--- src/rtl/load_store_unit.sv ---
// -----------------------------------------------------------------------------
// load_store_unit
//
// Memory-access stage in front of a word-organised data memory that has no
// byte enables. Byte/half/word loads and stores arrive from execute over a
// valid/ready handshake. Byte addresses become word indices, and sub-word
// stores use read-modify-write. Load data is sign- or zero-extended and
// returned to writeback over a second valid/ready handshake. Every mem_* and
// resp_* output is a flop, so the memory sees stable address/data all cycle.
//
// Ports
//   clk, rst        rising-edge clock, asynchronous active-high reset
//   req_valid/ready request handshake (ready is high only in IDLE)
//   req_write       1 = store, 0 = load
//   req_size        00 byte, 01 half, 10 word, 11 illegal
//   req_unsigned    loads: 1 = zero-extend, 0 = sign-extend
//   req_addr        byte address
//   req_wdata       store data, right-justified
//   resp_valid/ready response handshake
//   resp_rdata      extended load data (0 for stores and errors)
//   resp_error      misaligned, illegal size or out-of-range request
//   mem_address     word index {2'b00, addr[31:2]}
//   mem_write_data  full word to write
//   mem_read        memory read enable
//   mem_write       memory write enable (one cycle per store)
//   mem_read_data   combinational read data from memory
// -----------------------------------------------------------------------------
`timescale 1ns/1ps
module load_store_unit #(
  parameter int MEM_WORDS  = 256,
  parameter int DATA_WIDTH = 32
) (
  input  logic                  clk,
  input  logic                  rst,
  input  logic                  req_valid,
  output logic                  req_ready,
  input  logic                  req_write,
  input  logic [1:0]            req_size,
  input  logic                  req_unsigned,
  input  logic [31:0]           req_addr,
  input  logic [DATA_WIDTH-1:0] req_wdata,
  output logic                  resp_valid,
  input  logic                  resp_ready,
  output logic [DATA_WIDTH-1:0] resp_rdata,
  output logic                  resp_error,
  output logic [31:0]           mem_address,
  output logic [DATA_WIDTH-1:0] mem_write_data,
  output logic                  mem_read,
  output logic                  mem_write,
  input  logic [DATA_WIDTH-1:0] mem_read_data
);

  localparam logic [1:0] SZ_BYTE = 2'b00;
  localparam logic [1:0] SZ_HALF = 2'b01;
  localparam logic [1:0] SZ_WORD = 2'b10;
  localparam logic [1:0] SZ_ILL  = 2'b11;

  localparam logic [29:0] WORD_LIMIT = 30'(MEM_WORDS);

  typedef enum logic [1:0] {IDLE, READ, WRITE, RESP} state_t;

  state_t      state_q;
  logic        write_q;
  logic [1:0]  size_q;
  logic        unsigned_q;
  logic [1:0]  lane_q;
  logic [15:0] wdata_q;   // only the low half is ever merged into memory
  logic        req_err;

  // Pick the addressed lane out of a memory word and extend it.
  function automatic logic [DATA_WIDTH-1:0] load_extract(
    input logic [DATA_WIDTH-1:0] word,
    input logic [1:0]            size,
    input logic [1:0]            lane,
    input logic                  uns
  );
    logic [7:0]            b;
    logic [15:0]           h;
    logic [DATA_WIDTH-1:0] res;
    b = word[{lane, 3'b000} +: 8];
    h = word[{lane[1], 4'b0000} +: 16];
    case (size)
      SZ_BYTE: res = uns ? {{(DATA_WIDTH-8){1'b0}}, b}
                         : {{(DATA_WIDTH-8){b[7]}}, b};
      SZ_HALF: res = uns ? {{(DATA_WIDTH-16){1'b0}}, h}
                         : {{(DATA_WIDTH-16){h[15]}}, h};
      default: res = word;
    endcase
    return res;
  endfunction

  // Overlay the store byte/half onto the word read back from memory.
  function automatic logic [DATA_WIDTH-1:0] store_merge(
    input logic [DATA_WIDTH-1:0] word,
    input logic [15:0]           wdata,
    input logic [1:0]            size,
    input logic [1:0]            lane
  );
    logic [DATA_WIDTH-1:0] merged;
    merged = word;
    if (size == SZ_BYTE) merged[{lane, 3'b000} +: 8] = wdata[7:0];
    else                 merged[{lane[1], 4'b0000} +: 16] = wdata;
    return merged;
  endfunction

  assign req_err = (req_size == SZ_ILL)
                || ((req_size == SZ_HALF) && req_addr[0])
                || ((req_size == SZ_WORD) && (req_addr[1:0] != 2'b00))
                || (req_addr[31:2] >= WORD_LIMIT);

  always_ff @(posedge clk or posedge rst) begin
    if (rst) begin
      state_q        <= IDLE;
      req_ready      <= 1'b1;
      resp_valid     <= 1'b0;
      resp_error     <= 1'b0;
      resp_rdata     <= '0;
      mem_address    <= '0;
      mem_write_data <= '0;
      mem_read       <= 1'b0;
      mem_write      <= 1'b0;
      write_q        <= 1'b0;
      size_q         <= SZ_BYTE;
      unsigned_q     <= 1'b0;
      lane_q         <= 2'b00;
      wdata_q        <= '0;
    end else begin
      case (state_q)
        // Accept: capture the request and launch the first memory cycle.
        IDLE: begin
          if (req_valid && req_ready) begin
            write_q     <= req_write;
            size_q      <= req_size;
            unsigned_q  <= req_unsigned;
            lane_q      <= req_addr[1:0];
            wdata_q     <= req_wdata[15:0];
            req_ready   <= 1'b0;
            mem_address <= {2'b00, req_addr[31:2]};
            if (req_err) begin
              state_q    <= RESP;
              resp_valid <= 1'b1;
              resp_error <= 1'b1;
              resp_rdata <= '0;
            end else if (req_write && (req_size == SZ_WORD)) begin
              // Full-word stores need no read-back.
              state_q        <= WRITE;
              mem_write      <= 1'b1;
              mem_write_data <= req_wdata;
            end else begin
              state_q  <= READ;
              mem_read <= 1'b1;
            end
          end
        end
        // Read: memory data is valid by the end of this cycle.
        READ: begin
          mem_read <= 1'b0;
          if (write_q) begin
            state_q        <= WRITE;
            mem_write      <= 1'b1;
            mem_write_data <= store_merge(mem_read_data, wdata_q, size_q, lane_q);
          end else begin
            state_q    <= RESP;
            resp_valid <= 1'b1;
            resp_error <= 1'b0;
            resp_rdata <= load_extract(mem_read_data, size_q, lane_q, unsigned_q);
          end
        end
        // Write: single write strobe, then report completion.
        WRITE: begin
          mem_write  <= 1'b0;
          state_q    <= RESP;
          resp_valid <= 1'b1;
          resp_error <= 1'b0;
          resp_rdata <= '0;
        end
        // Respond: hold until writeback takes it.
        RESP: begin
          if (resp_ready) begin
            state_q    <= IDLE;
            resp_valid <= 1'b0;
            resp_error <= 1'b0;
            resp_rdata <= '0;
            req_ready  <= 1'b1;
          end
        end
        default: state_q <= IDLE;
      endcase
    end
  end

endmodule

--- config.mk ---
export PLATFORM = sky130hd
export DESIGN_NAME = load_store_unit
export DESIGN_NICKNAME = d
export VERILOG_FILES = /design/src/rtl/load_store_unit.sv
export SDC_FILE = /design/constraint.sdc
export NUM_CORES = 1
export LEC_CHECK = 0
export ABC_AREA = 1
export CORE_UTILIZATION = 49
export CTS_CLUSTER_SIZE = 40
export DETAILED_ROUTE_END_ITERATION = 6
export PLACE_DENSITY_LB_ADDON = 0.25
export SLEW_MARGIN = 25
export SYNTH_ARGS = -nofsm -noshare
export SYNTH_HDL_FRONTEND = slang
export SYNTH_SLANG_ARGS = --single-unit
--- constraint.sdc ---
create_clock -name clk -period 5.17 [get_ports clk]
set_input_delay 1.034 -clock clk [delete_from_list [all_inputs] [get_ports clk]]
set_output_delay 1.034 -clock clk [all_outputs]
set_load 0.1 [all_outputs]
==> metrics.csv, run 1 <==
stage;metric;value;unit
yosys;synthDistinctLibCells;36;
grt;grt_pass1_wl;34.6;mm
final_layout;fin_nets;1305;
clock_network;cts_tree;done;
grt;antenna_found_initial;1;
sta;fin_skew;0.00654;ns
yosys;syn_area;0.00731;mm2
clock_network;root_buffer;clkbuf_16;
final_layout;nFillCells;1301;
clock_network;holdBufCountCts;0;
worst_setup_path;worstSetupStartpointType;primary input;
die;row_count;44;
placement;dp_hpwl;15.2;mm
worst_setup_path;crit_required;5.48;ns
final_layout;diodes;0;
clock_network;post_cts_resized;0;
sta;slew_violations;0;
sta;rsz0062_at_grt;false;
yosys;synth_area_leaders;dfrtp_1 42%, nand2_1 20%, nand3_1 5.4%, o21ai_0 5.2%, nor2_1 4.4%;
grt;gr-total-overflow;0;
die;die-area;0.0154;mm2
worst_setup_path;arrival;3.58;ns
drt;ant_nets;0;
die;pin_count;205;
clock_network;htreeDepth;4;
placement;io_buffer_count;202;
drt;drt_iter0_drc;792;
grt;grtUsageTotal;29.7;%
drt;vias_per_cell;5.37;
sta;setup_tns;0;ns
sta;fmax;306;MHz
die;core_area;0.0145;mm2
die;initial_core_util;50.3;%
yosys;yosysTopAreaCell;dfrtp_1;
final_layout;drive_gt1_share;6.80;%
drt;dr_total_vias;7461;
drt;drt-total-wl;22.1;mm
worst_setup_path;cp-end-kind;register;
worst_setup_path;path_max_fanout;37;
yosys;ys_ff_latch;123;
grt;grt_max_degree;83;
worst_setup_path;crit_type;in2reg;
yosys;ys_warn_count;0;
yosys;synth_top_area_share;41.8;%
sta;setup_viol;0;
clock_network;clk_latency;0.43;ns
yosys;avgSynthCellArea;7.10;um2
die;die_h;124;um
placement;gp_congestion;0.890;
clock_network;postCtsSetupRepairBufs;0;
sta;worst_slew_pin_slew;1.02;ns
drt;drt_pre_antenna_iters;6;
sta;layout_min_cycle_time;3.27;ns
drt;wire_per_inst;15.9;um
sta;finalHoldViolCount;0;
sta;fin_crit_sh;63.3;%
clock_network;clock-sinks;123;
drt;drc;0;
sta;slew_headroom;32.0;%
yosys;yosysSeqAreaShare;42.1;%
hold_path;hold_path.class;reg2reg;
flow_run;max_cap_violations;0;
grt;grt_pass1_vias;7010;
die;die_w;124;um
final_layout;final_common_cell;nand2_1;
clock_network;clockBufferDepth;2;
clock_network;path_clk_slew;0.06;ns
final_layout;area_growth;35.5;%
final_layout;layout_common_cells;384 x nand2_1, 202 x clkdlybuf4s50_1, 121 x dfrtp_1;
clock_network;cts-buffers-inserted;17;
status;outcome;completed;
yosys;syn_inst;1030;
## worst paths after layout
path	start	end	slack, ns	cells after the start
min in group asynchronous	rst	mem_address[19]	1.07	2
min	mem_write_data[2]	mem_write_data[2]	0.47	2
min reg2reg	mem_write_data[2]	mem_write_data[2]	0.47	2
max reg2reg	state_q[1]	mem_write_data[24]	1.99	9
max in group asynchronous	rst	lane_q[1]	3.38	3
max	req_addr[0]	mem_write_data[24]	1.90	9
## cell usage after synthesis, drive strengths merged
master / n
a21oi: 30
a31oi: 1
buf: 47
clkbuf: 20
clkinv: 1
conb: 1
dfrtp: 122
dfstp: 1
ha: 9
inv: 74
mux2: 23
nand2: 390
nand3: 81
nand4: 33
nor2: 88
nor3: 1
o211ai: 16
o21ai: 90
o22ai: 1
or2: 1
## worst max-delay path: stages
cell             delay, ns
clkdlybuf4s50_1       0.47
o21ai_0               0.17
nand2_1               0.07
nor2_1                0.13
nand2_1               0.12
nand2_2               0.54
nand3_2               0.70
nand2_1               0.24
nand2_1               0.09
## per-layer routing
metal	up-vias	track usage [%]	part of all wire [%]
li1	3639	-	-
met1	3435	36.2	40
met2	330	48.4	48
met3	55	9.52	9.3
met4	2	12.4	3.3
met5	-	0	0.050
## final cells by class
class	instances	area [um2]	share of cell area, %
Sequential cell	123	3080	31.1
Clock inverter	15	175	1.77
Tap cell	184	230	2.32
Multi-Input combinational cell	766	3610	36.5
Timing Repair Buffer	209	2090	21.1
Inverter	75	292	2.94
Clock buffer	17	425	4.30
## per-stage QoR
step	hold slack [ns]	std cells	setup WS, ns	cell area [um2]	util [%]
2_1_floorplan	0.453	1031	0.867	7310	-
3_3_place_gp	0.460	1357	1.60	9300	64.0
3_5_place_dp	0.462	1357	1.51	9300	64.0
4_1_cts	0.477	1389	1.93	9900	68.1
5_1_grt	0.488	1389	1.70	9900	68.1
6_report	0.471	1389	1.90	9900	68.1
## flip-flops by register name (all words and copies together) (netlist names), 2 cells and up
register	count
resp_rdata	32
mem_write_data	32
size_q	2
state_q	2
wdata_q	16
mem_address	30
lane_q	2
## kinds of logic (layout without fill, tap and decap cells)
logic type               Yosys count  after routing  share of synthesized area (%)
AND/OR/NAND/NOR                  594            594                           33.9
multiplexers                      23             23                           3.54
buffers and inverters            142            316                           8.63
adder cells (fa/ha/maj)            9              9                           1.54
AO/OA/AOI/OAI                    138            138                           10.2
other                              1              2                         0.0513
flip-flops                       123            123                           42.1
Power of run 1 is left out: the tool's default activity adds up to more than one toggle a clock period on the data nets, which glitch-free logic cannot reach.
==> run 2, diff against run 1 <==
--- a/config.mk
+++ b/config.mk
@@ -6,7 +6,7 @@
 export NUM_CORES = 1
 export LEC_CHECK = 0
 export ABC_AREA = 1
-export CORE_UTILIZATION = 49
+export CORE_UTILIZATION = 44
 export CTS_CLUSTER_SIZE = 40
 export DETAILED_ROUTE_END_ITERATION = 6
 export PLACE_DENSITY_LB_ADDON = 0.25
==> constraint.sdc (replaced) <==
create_clock -name clk -period 2.65 [get_ports clk]
set_input_delay 0.53 -clock clk [delete_from_list [all_inputs] [get_ports clk]]
set_output_delay 0.53 -clock clk [all_outputs]
set_load 0.1 [all_outputs]
==> run 2 against run 1 <==
Compared with the run above:
- critical endpoint is now mem_write_data[7]
- cell count rose by 3.2%
- sequential cell count did not move
- critical path type is now reg2reg
- clock skew rose by 0.0019 ns
- register-to-register slack got worse by 1.5 ns
- wire length rose by 3.0%
- via count fell by 0.35%
- utilization fell by 6.8 points
- non-clock buffer count rose by 12
- critical path depth did not move
==> metrics.csv, run 2 (same netlist as run 1, synthesis figures left out) <==
stage;metric;value;unit
status;outcome;completed;
worst_setup_path;r2r_end;mem_write_data[7];
placement;dp_hpwl;16.1;mm
clock_network;clock-sinks;123;
final_layout;diodes;0;
final_layout;area_growth;34.8;%
flow_run;max_cap_violations;0;
clock_network;holdBufCountCts;0;
placement;gp_congestion;0.874;
worst_setup_path;cpMostUsedCell;nand2_1;
worst_setup_path;crit_chain;inv_1 -> ha_1 -> nor2_1 -> nand3_1 -> nand2_1 -> nand3_1 -> nand2_1 -> nand4_1 -> nand2_1;
hold_path;min_to;mem_write_data[4];
clock_network;htreeDepth;4;
placement;io_buffer_count;202;
worst_setup_path;worstReg2RegStart;lane_q[0];
drt;drt_pre_antenna_iters;6;
drt;drt_iter0_drc;633;
drt;wire_per_inst;15.8;um
die;initial_core_util;45.5;%
worst_setup_path;reg2reg_slack;0.52;ns
drt;dr_total_vias;7435;
sta;finalHoldViolCount;0;
worst_setup_path;crit_required;3.02;ns
sta;fmax;469;MHz
worst_setup_path;crit_type;reg2reg;
worst_setup_path;critPathTopFamily;simple AND/OR/NAND/NOR gates;
final_layout;layout_common_cells;384 x nand2_1, 121 x dfrtp_1, 114 x buf_4;
worst_setup_path;ff2ff_path_depth;9;
sta;slew_headroom;56.8;%
hold_path;hold_depth;2;
die;die-area;0.0171;mm2
clock_network;postCtsSetupRepairBufs;0;
drt;vias_per_cell;5.19;
clock_network;cts-buffers-inserted;17;
clock_network;root_buffer;clkbuf_16;
die;core_area;0.0161;mm2
final_layout;top_regs;mem_write_data: 32 flops, resp_rdata: 32 flops, mem_address: 30 flops;
sta;layout_min_cycle_time;2.13;ns
final_layout;fin_nets;1317;
worst_setup_path;cp_slowest_cell;nor2_1;
worst_setup_path;cp-end-kind;register;
die;row_count;46;
clock_network;post_cts_resized;0;
clock_network;cts_tree;done;
clock_network;clockBufferDepth;2;
die;die_w;131;um
drt;drc;0;
drt;ant_nets;0;
worst_setup_path;path_buf_inv;1;
grt;grtUsageTotal;27.6;%
grt;grt_pass1_wl;35.8;mm
die;die_h;131;um
worst_setup_path;arrival;2.50;ns
hold_path;hold_path.class;reg2reg;
grt;grt_pass1_vias;7064;
grt;antenna_found_initial;0;
sta;rsz0062_at_grt;false;
sta;setup_viol;0;
sta;worst_slew_pin_slew;0.646;ns
final_layout;final_common_cell;nand2_1;
drt;drt-total-wl;22.7;mm
final_layout;drive_gt1_share;15.7;%
clock_network;clk_latency;0.43;ns
sta;fin_crit_sh;80.4;%
die;pin_count;205;
grt;grt_max_degree;81;
worst_setup_path;slowest_delay;0.51;ns
worst_setup_path;path_max_fanout;8;
hold_path;min_from;mem_write_data[4];
clock_network;path_clk_slew;0.06;ns
worst_setup_path;worstSetupStartpointType;register;
sta;slew_violations;0;
sta;fin_skew;0.00845;ns
sta;setup_tns;0;ns
grt;gr-total-overflow;0;
-- run 2: cell types whose count changed in the layout (fill, tap and decap cells not counted), moves of 3 or more --
cell / delta
buf_4: +108
clkdlybuf4s50_1: -99
buf_12: +3
clkinv_4: -3
-- run 2: worst max-delay path by stage --
stage                            start                  to  slack (ns)  cells past startpoint
after global routing         lane_q[1]  mem_write_data[21]        0.30                     10
after global placement     req_size[1]  mem_write_data[20]        0.46                     10
after detailed placement  req_addr[19]  mem_write_data[10]        0.40                     12
after CTS                    lane_q[0]   mem_write_data[7]        0.52                      9
final                        lane_q[0]   mem_write_data[7]        0.52                      9
after floorplan                    rst           lane_q[0]        0.61                      1
-- run 2: final cells by class --
type                    instances  area (um2)
fillers                      1490        6210
multi-input cells             766        3610
flip-flops and latches        123        3080
repair buffers                221        1970
clock buffers                  21         460
inverters                      75         290
well taps                     216         270
clock inverters                11         168
-- run 2: metrics by stage --
stage / hold slack, ns / std cells / utilization, % / area, um2 / setup slack, ns
floorplan: 0.453 / 1031 / - / 7320 / 0.610
global placement: 0.462 / 1401 / 57.4 / 9220 / 0.465
detailed placement: 0.464 / 1401 / 57.4 / 9220 / 0.404
CTS: 0.480 / 1433 / 61.3 / 9850 / 0.519
global route: 0.494 / 1433 / 61.3 / 9850 / 0.298
finish: 0.477 / 1433 / 61.3 / 9850 / 0.520
-- run 2: worst reg2reg max path: cells and delay by family, from the launching register on --
family / cells / cell delay, ns
fa+ha+maj: 1 / 0.32
flops: 1 / 0.38
buf+inv: 1 / 0.25
simple gates: 7 / 1.12
-- run 2: metal layers --
metal	vias to the layer above	global-route usage, %	wire, um
li1	3662	-	-
met1	3423	34.7	9300
met2	309	45.1	11100
met3	41	7.70	1720
met4	0	10.6	590
met5	-	0	0
Power of run 2 is left out for the same reason.
==> run 3, diff against run 2 <==
--- a/config.mk
+++ b/config.mk
@@ -6,7 +6,7 @@
 export NUM_CORES = 1
 export LEC_CHECK = 0
 export ABC_AREA = 1
-export CORE_UTILIZATION = 44
+export CORE_UTILIZATION = 49
 export CTS_CLUSTER_SIZE = 40
 export DETAILED_ROUTE_END_ITERATION = 6
 export PLACE_DENSITY_LB_ADDON = 0.25
==> constraint.sdc (replaced) <==
create_clock -name clk -period 2.06 [get_ports clk]
set_input_delay 0.412 -clock clk [delete_from_list [all_inputs] [get_ports clk]]
set_output_delay 0.412 -clock clk [all_outputs]
set_load 0.1 [all_outputs]
==> run 3 against run 2 <==
Compared with the run above:
- global-route usage up 2.7 points
- first-iteration DRC count up 35%
- sequential share of layout area down 0.53 points
- utilization up 7.6 points
- cell area up 1.7%
- hold slack worse by 0.17 ns
- sequential cell count unchanged
- die area down 10%
- largest cell class unchanged
- maximum frequency up 13%
- non-clock buffer count up 18
- clock-buffer cell count up 1
- register-to-register slack worse by 0.35 ns
==> metrics.csv, run 3 (same netlist as run 1, synthesis figures left out) <==
stage;metric;value;unit
status;outcome;completed;
die;core_area;0.0145;mm2
final_layout;layout_common_cells;384 x nand2_1, 122 x buf_4, 121 x dfrtp_1;
final_layout;area_growth;37.1;%
die;pin_count;205;
grt;antenna_found_initial;0;
drt;drt_pre_antenna_iters;6;
drt;wl_met2;10.8;mm
drt;drt-total-wl;22.5;mm
worst_setup_path;cp-end-kind;register;
drt;top_layer;met4;
die;die_w;124;um
clock_network;path_clk_slew;0.05;ns
final_layout;fin_nets;1335;
final_layout;diodes;0;
placement;io_buffer_count;202;
sta;fin_crit_sh;91.6;%
drt;vias_per_cell;5.43;
drt;drt_iter0_drc;854;
die;die-area;0.0154;mm2
clock_network;clk_latency;0.42;ns
final_layout;seq_area;0.00308;mm2
sta;finalHoldViolCount;0;
sta;fmax;530;MHz
worst_setup_path;worstSetupStartpointType;register;
clock_network;cts-buffers-inserted;17;
worst_setup_path;r2r_end;mem_write_data[8];
die;initial_core_util;50.3;%
worst_setup_path;path_max_fanout;33;
worst_setup_path;cp_slowest_cell;dfrtp_2;
die;die_h;124;um
sta;slew_headroom;64.0;%
sta;setup_viol;0;
sta;slew_violations;0;
worst_setup_path;reg2reg_slack;0.17;ns
flow_run;max_cap_violations;0;
final_layout;final_common_cell;nand2_1;
sta;worst_slew_pin_slew;0.540;ns
drt;dr_total_vias;7697;
grt;gr-total-overflow;0;
hold_path;hold_path.class;in2async;
sta;setup_tns;0;ns
clock_network;root_buffer;clkbuf_16;
sta;rsz0062_at_grt;false;
drt;wl_met3;1.82;mm
final_layout;multiInputGateArea;0.00362;mm2
grt;grtUsageTotal;30.3;%
final_layout;top_regs;mem_write_data: 32 flops, resp_rdata: 32 flops, mem_address: 30 flops;
die;row_count;44;
worst_setup_path;crit_required;2.42;ns
worst_setup_path;crit_chain;clkinv_1 -> buf_6 -> ha_1 -> nand2_1 -> inv_1 -> nand3_1 -> nand2_1 -> nand3_1 -> nand2_1 -> nand4_1 -> nand2_1;
sta;fin_skew;0.00758;ns
grt;grt_pass1_wl;35.1;mm
grt;grt_max_degree;46;
worst_setup_path;cpMostUsedCell;nand2_1;
clock_network;htreeDepth;4;
clock_network;postCtsSetupRepairBufs;0;
drt;wire_per_inst;15.9;um
clock_network;clock-sinks;123;
worst_setup_path;slowest_delay;0.40;ns
clock_network;cts_tree;done;
placement;gp_congestion;0.887;
grt;grt_pass1_vias;7093;
final_layout;nFillCells;1254;
drt;met1_length;8.99;mm
clock_network;clockBufferDepth;2;
drt;drc;0;
worst_setup_path;arrival;2.25;ns
placement;dp_hpwl;16.3;mm
worst_setup_path;ff2ff_path_depth;11;
worst_setup_path;crit_type;reg2reg;
worst_setup_path;worstReg2RegStart;lane_q[1];
drt;ant_nets;0;
final_layout;drive_gt1_share;16.8;%
sta;layout_min_cycle_time;1.89;ns
==> run 3: through the flow <==
stage | worst slack, ns | area, um2 | utilization, % | std cells | hold WS (ns)
final | 0.174 | 10000 | 68.9 | 1417 | 0.306
after floorplan | 0.138 | 7320 | - | 1031 | 0.453
after global routing | 0.00756 | 10000 | 68.9 | 1417 | 0.316
after detailed placement | 0.00850 | 9430 | 64.9 | 1387 | 0.464
after CTS | 0.111 | 10000 | 68.9 | 1417 | 0.305
after global placement | 0.0640 | 9430 | 64.9 | 1387 | 0.459
==> run 3: worst max-delay path: cells and delay by family (launching register included) <==
family | cells | cell delay, ns
and+or+nand+nor | 7 | 0.63
buffers and inverters | 3 | 0.56
DFF | 1 | 0.40
adders and majority gates | 1 | 0.21
==> run 3: timing repair <==
action / 4_1_cts / 5_1_grt
resized for setup: 0 / 2
endpoints found under the setup margin: 0 / 9
hold buffers: 0 / 0
==> run 3: per-layer routing <==
layer  GRT usage (%)  up-vias
met5               0        -
met4            15.9        0
met3            7.33       56
met2            48.9      387
met1            37.5     3559
li1                -     3695
==> run 3: cell type report <==
cell class / count / area share, %
clock inverter: 8 / 1.19
clock buffer: 22 / 4.63
timing repair buffer: 239 / 22.1
inverter: 75 / 2.90
tap: 184 / 2.30
multi-input combinational: 766 / 36.1
sequential: 123 / 30.7
==> run 3: worst max-delay path by stage <==
stage	from	to	slack, ns	cells past startpoint
global route	lane_q[1]	mem_write_data[11]	0.008	11
finish	lane_q[1]	mem_write_data[8]	0.17	11
global placement	req_addr[19]	mem_write	0.06	12
CTS	lane_q[1]	mem_write_data[8]	0.11	11
detailed placement	req_size[1]	mem_write	0.009	10
floorplan	rst	lane_q[0]	0.14	1
Power of run 3 is left out for the same reason.
